**config.mk**
```make
export PLATFORM = sky130hd
export DESIGN_NAME = operand_fetch
export DESIGN_NICKNAME = d
export VERILOG_FILES = /design/src/rtl/operand_fetch.sv
export SDC_FILE = /design/constraint.sdc
export NUM_CORES = 1
export LEC_CHECK = 0
export CORE_MARGIN = 2
export CORE_UTILIZATION = 45
export DETAILED_ROUTE_END_ITERATION = 7
export PLACE_DENSITY = 0.81
export SLEW_MARGIN = 30
export SYNTH_ARGS = -nofsm -noshare
export SYNTH_HDL_FRONTEND = slang
export SYNTH_SLANG_ARGS = --single-unit
```
**constraint.sdc**
```tcl
create_clock -name clk -period 5.1 [get_ports clk]
set_input_delay 1.275 -clock clk [delete_from_list [all_inputs] [get_ports clk]]
set_output_delay 1.275 -clock clk [all_outputs]
set_load 0.01 [all_outputs]
```
**src/rtl/operand_fetch.sv**
```systemverilog
// operand_fetch: read-side initiator for the 2R/1W register file.
// Accepts decoded instructions, drives the register file read addresses,
// tracks in-flight writes in a busy scoreboard, stalls on RAW/WAW hazards,
// optionally forwards same-cycle writeback data, and presents registered
// operands to execute one cycle after acceptance.
module operand_fetch #(
    parameter bit BYPASS = 1'b1
) (
    input  logic        clk,
    input  logic        rst,
    input  logic        in_valid,
    output logic        in_ready,
    input  logic [4:0]  in_rs1,
    input  logic [4:0]  in_rs2,
    input  logic [4:0]  in_rd,
    input  logic        in_rd_we,
    output logic [4:0]  rf_rd_addr0,
    output logic [4:0]  rf_rd_addr1,
    input  logic [31:0] rf_rd_data0,
    input  logic [31:0] rf_rd_data1,
    input  logic        wb_valid,
    input  logic [4:0]  wb_rd,
    input  logic [31:0] wb_data,
    output logic        out_valid,
    input  logic        out_ready,
    output logic [31:0] out_rs1_data,
    output logic [31:0] out_rs2_data,
    output logic [4:0]  out_rd,
    output logic        out_rd_we,
    output logic [31:0] busy
);

    logic        byp_rs1;
    logic        byp_rs2;
    logic        haz_rs1;
    logic        haz_rs2;
    logic        haz_waw;
    logic        accept;
    logic [31:0] op_rs1;
    logic [31:0] op_rs2;
    logic [31:0] busy_next;

    // The register file is read combinationally straight from the decoded sources.
    assign rf_rd_addr0 = in_rs1;
    assign rf_rd_addr1 = in_rs2;

    // Hazard detection and handshake: a source is blocked while its writer is
    // in flight unless the value is being written back (and forwarded) now.
    always_comb begin
        byp_rs1  = BYPASS && wb_valid && (wb_rd == in_rs1) && (in_rs1 != 5'd0);
        byp_rs2  = BYPASS && wb_valid && (wb_rd == in_rs2) && (in_rs2 != 5'd0);
        haz_rs1  = (in_rs1 != 5'd0) && busy[in_rs1] && !byp_rs1;
        haz_rs2  = (in_rs2 != 5'd0) && busy[in_rs2] && !byp_rs2;
        haz_waw  = in_rd_we && (in_rd != 5'd0) && busy[in_rd]
                   && !(wb_valid && (wb_rd == in_rd));
        in_ready = (!out_valid || out_ready) && !haz_rs1 && !haz_rs2 && !haz_waw;
        accept   = in_valid && in_ready;
    end

    // Operand select: x0 reads as zero, forwarded writeback beats the stale file value.
    always_comb begin
        // NOTE: each output takes a default first so every path assigns it and no latch is inferred.
        op_rs1 = rf_rd_data0;
        op_rs2 = rf_rd_data1;
        if (in_rs1 == 5'd0) begin
            op_rs1 = 32'd0;
        end else if (byp_rs1) begin
            op_rs1 = wb_data;
        end
        if (in_rs2 == 5'd0) begin
            op_rs2 = 32'd0;
        end else if (byp_rs2) begin
            op_rs2 = wb_data;
        end
    end

    // Scoreboard update: clear on writeback first, then set on issue so a new
    // writer to the same register wins; x0 is never marked busy.
    always_comb begin
        busy_next = busy;
        if (wb_valid && (wb_rd != 5'd0)) begin
            busy_next[wb_rd] = 1'b0;
        end
        if (accept && in_rd_we && (in_rd != 5'd0)) begin
            busy_next[in_rd] = 1'b1;
        end
        busy_next[0] = 1'b0;
    end

    // Output stage and scoreboard state: load on accept, drop valid on drain, hold otherwise.
    always_ff @(posedge clk or negedge rst) begin
        if (!rst) begin
            busy         <= 32'd0;
            out_valid    <= 1'b0;
            out_rs1_data <= 32'd0;
            out_rs2_data <= 32'd0;
            out_rd       <= 5'd0;
            out_rd_we    <= 1'b0;
        end else begin
            // NOTE: sequential state is updated with non-blocking assignments only, so every flop samples pre-edge values.
            busy <= busy_next;
            if (accept) begin
                out_valid    <= 1'b1;
                out_rs1_data <= op_rs1;
                out_rs2_data <= op_rs2;
                out_rd       <= in_rd;
                out_rd_we    <= in_rd_we;
            end else if (out_ready) begin
                out_valid <= 1'b0;
            end
        end
    end

endmodule

```
==> results.txt <==
----------------------------------------------------
[Floorplan]
  Floorplan die area ... 15,100 um^2
  Initial core utilization ... 0.459
  Standard-cell row count ... 43
  I/O pin cnt ... 236
  Die Y ... 123 um
  Die X-Extent ... around 120 um
  Core Box Area ... 13,800 um^2

[CTS]
  Clock latency reported for the late side of the worst-skew pair ... 340 ps
  Maximum level of the CTS H-tree ... 3
  CTS Hold Buffers Added ... 0
  Sink Count ... 102
  Root cell of the clock tree ... clkbuf_16
  Clock-pin transition on the worst setup and hold timing paths ... about 60 ps
  Number of buffers added by the clock tree synthesis step ... 9
  Clock tree from TritonCTS ... yes
  Buffer levels on the longest clock path ... 2

[Timing]
  Slew Limit Headroom ... 0.563
  Clk_skew ... 12.2 ps
  Setup repair after global routing missed its margin ... no
  Achievable frequency ... 0.205 GHz
  Endpoints failing setup ... 0
  Worst Setup Slack, final ... approximately 210 ps
  Total count of hold-check failures in the final report ... 0
  Minimum clock period ... 4890 ps
  Final critical-path share of the clock period ... 0.959
  Number of max-slew violations in the final report ... 0
  Slew of the pin with the lowest slew margin ... 655 ps

[Setup path]
  Maximum fanout count along the critical path ... 10
  CP Launch Type ... primary input
  Critical path arrival ... roughly 3600 ps
  Critical path start-end classification ... primary input to primary output
  Data required time of the critical path ... 3830 ps
  CP endpoint kind ... primary output

[Yosys]
  Post-synth cell types ... 45
  Ys async rst share ... 1.00
  Area share of the largest cell type after synthesis ... 0.403
  Number of flip-flops and latches in the synthesized netlist ... 102
  EDFF count, synth ... 0
  Net count of the mapped netlist ... 669
  Commonest register cell after synthesis ... dfrtp_1
  Yosys warns ... 0
  Cells after Synth ... around 550
  Part of the Yosys area used for sequential elements ... 0.403
  Main area contributors after synthesis ... dfrtp_1 (40%), mux2i_1 (13%), mux2_4 (11%), mux4_2 (5.7%), mux2_2 (4.4%)
  Average size of a mapped cell ... 11.6 um^2
  Post-synthesis instance area ... around 6300 um^2
  Yosys top cell by area ... dfrtp_1

[Cells and area]
  Storage element area ... 2550 um^2
  Fraction of layout instances using a drive strength above 1 ... 0.205
  Fillers ... 1,009
  Footprint of the multi-input gates ... 3490 um^2
  Area added between synthesis and finish ... 46.6%
  Net total in the final layout ... 897
  Final Core Density ... 0.672

[Route]
  First-iteration detailed-routing DRC count ... 437
  Total via count after detailed routing ... 5,536
  Routed via count divided by cell count ... slightly below 6
  DR pass1 iterations ... 5
  Total length of routed wires ... 20.7 mm
  Average wire per cell in the routed design ... 21.6 um
  Antenna-violating nets left ... 0
  Detailed-route DRC error count ... 0

[Global route]
  Final global-route overflow total ... 0
  Number of global-route vias before repair ... 5,670
  Wire length of the first global-routing pass ... 31.0 mm
  Aggregate global-route resource usage ... 0.273
  Maximum number of pins on one net before global-route repair ... 73
  Number of antenna violations at the first check in global routing ... 0

[Power and ir drop]
  Switching power share of the total ... 0.293
  Power density over the cells ... 342 nW/um^2
  Peak supply drop ... 231 uV
  Sequential share of power ... 0.376
  Internal power summed over all cells ... 2.25 mW
  Static leakage ... between 3 and 4 nW
  Comb pwr share ... 0.386
  Clk network pwr share ... 0.238
  Sw power ... approximately 930 uW

[Worst hold path]
  Path category of the worst min-delay check ... flip-flop to flip-flop

[Flow run]
  # Max-Cap Violations ... 0

[Outcome]
  Result of the run ... finished, final reports clean

[Placement]
  RePlAce Congestion ... around 0.96
  # port buffers ... between 200 and 250
  Worst slack at placement ... -277 ps
  Detailed placement HPWL ... 15.4 mm

----------------------------------------------------
[what timing repair did]
action                                 CTS  global route
pin swaps                                0             1
gates resized for setup                  2             2
setup endpoints to repair                1             1
endpoints found under the hold margin    0             0
setup buffers                            0             0
[worst paths after layout]
path / startpoint / endpoint / slack [ps] / cells past startpoint
max: in_rs1[0] / in_ready / 210 / 9
min: out_rs1_data[31] / out_rs1_data[31] / 510 / 1
max reg2reg: busy[15] / out_rs2_data[17] / 1840 / 9
min reg2reg: out_rs1_data[31] / out_rs1_data[31] / 510 / 1
max in group asynchronous: rst / out_rs2_data[19] / 3280 / 2
min in group asynchronous: rst / out_rd[4] / 920 / 1
[cells by family after synthesis]
kind of cell | after synthesis | synth area share
buffers and inverters | 57 | 0.0507
other | 1 | 0.000591
xor gates and xnor gates | 15 | 0.0207
AOI/OAI and AO/OA | 82 | 0.0880
DFF | 102 | 0.403
muxes | 171 | 0.344
and+or+nand+nor | 119 | 0.0931
[cell usage in the layout (no fill, tap or decap), types with 7 or more instances in the layout]
cell	Yosys	final
mux4_2	16	16
mux2_2	25	25
mux2i_1	82	82
clkbuf_16	0	9
nor2_1	68	66
buf_4	12	34
o21ai_0	35	35
clkdlybuf4s50_1	0	230
xor2_1	8	8
o31ai_1	32	32
dfrtp_1	102	102
nand3b_1	11	11
xnor2_1	7	7
mux2_4	48	48
[final cells by class]
type / count / share of cell area
Multi-Input combinational cell: 388 / 0.375
Timing Repair Buffer: 273 / 0.289
Sequential cell: 102 / 0.275
Clock buffer: 12 / 0.0276
Tap cell: 180 / 0.0242
Clock inverter: 4 / 0.00834
Inverter: 1 / 0.000404
Antenna cell: 1 / 0.000269
[flip-flops by register name (all words and copies together), names as in the netlist]
register / cells
out_valid: 1
out_rs2_data: 32
out_rd_we: 1
busy: 31
out_rs1_data: 32
out_rd: 5
[power groups by stage]
stage	sequential (mW)	clock, mW	combinational [mW]
final	1.20	0.757	1.23
after global routing	1.22	0.801	1.30
after CTS	1.19	0.772	1.23
after detailed placement	1.20	0	1.23
after global placement	1.19	0	1.21
after floorplan	1.25	0	0.472
[through the flow]
stage | cells | total power, mW | setup TNS, ps | hold slack (ps) | instance area (um^2)
floorplan | 547 | 1.72 | 0 | 550 | 6340
global placement | 944 | 2.40 | -208 | 488 | 8950
detailed placement | 944 | 2.43 | -277 | 492 | 8950
CTS | 960 | 3.20 | 0 | 506 | 9290
global route | 960 | 3.32 | 0 | 522 | 9300
finish | 961 | 3.18 | 0 | 506 | 9300
[critical path, stage by stage]
cell,delay (ps)
clkdlybuf4s50_1,510
buf_12,150
mux4_2,490
mux2i_1,150
mux2_2,170
o32ai_1,80
buf_4,150
a2111oi_4,320
dlygate4sd2_1,320
[metal layers]
metal,track usage,wire length (um)
met5,0,0
met2,0.434,9980
met4,0.134,951
met3,0.0702,1840
met1,0.345,7960
[synthesized netlist by cell type, types with 2 or more instances]
library cell and number:
mux2_4 48, buf_6 7, mux2i_1 82, o22ai_1 2, buf_2 8, nand3b_1 11
xnor2_1 7, buf_4 12, nand2_1 6, o32ai_1 2, nor4_1 4, nor2_1 68
nor2b_1 4, o21ai_0 35, xor2_1 8, nand4_1 2, buf_1 4, clkbuf_1 25
o31ai_1 32, mux2_2 25, and3_1 2, nand3_1 5, nand2b_1 3, dfrtp_1 102
a31oi_1 3, mux4_2 16, or3b_2 6
Note: power is estimated with default switching activity, not from simulation.
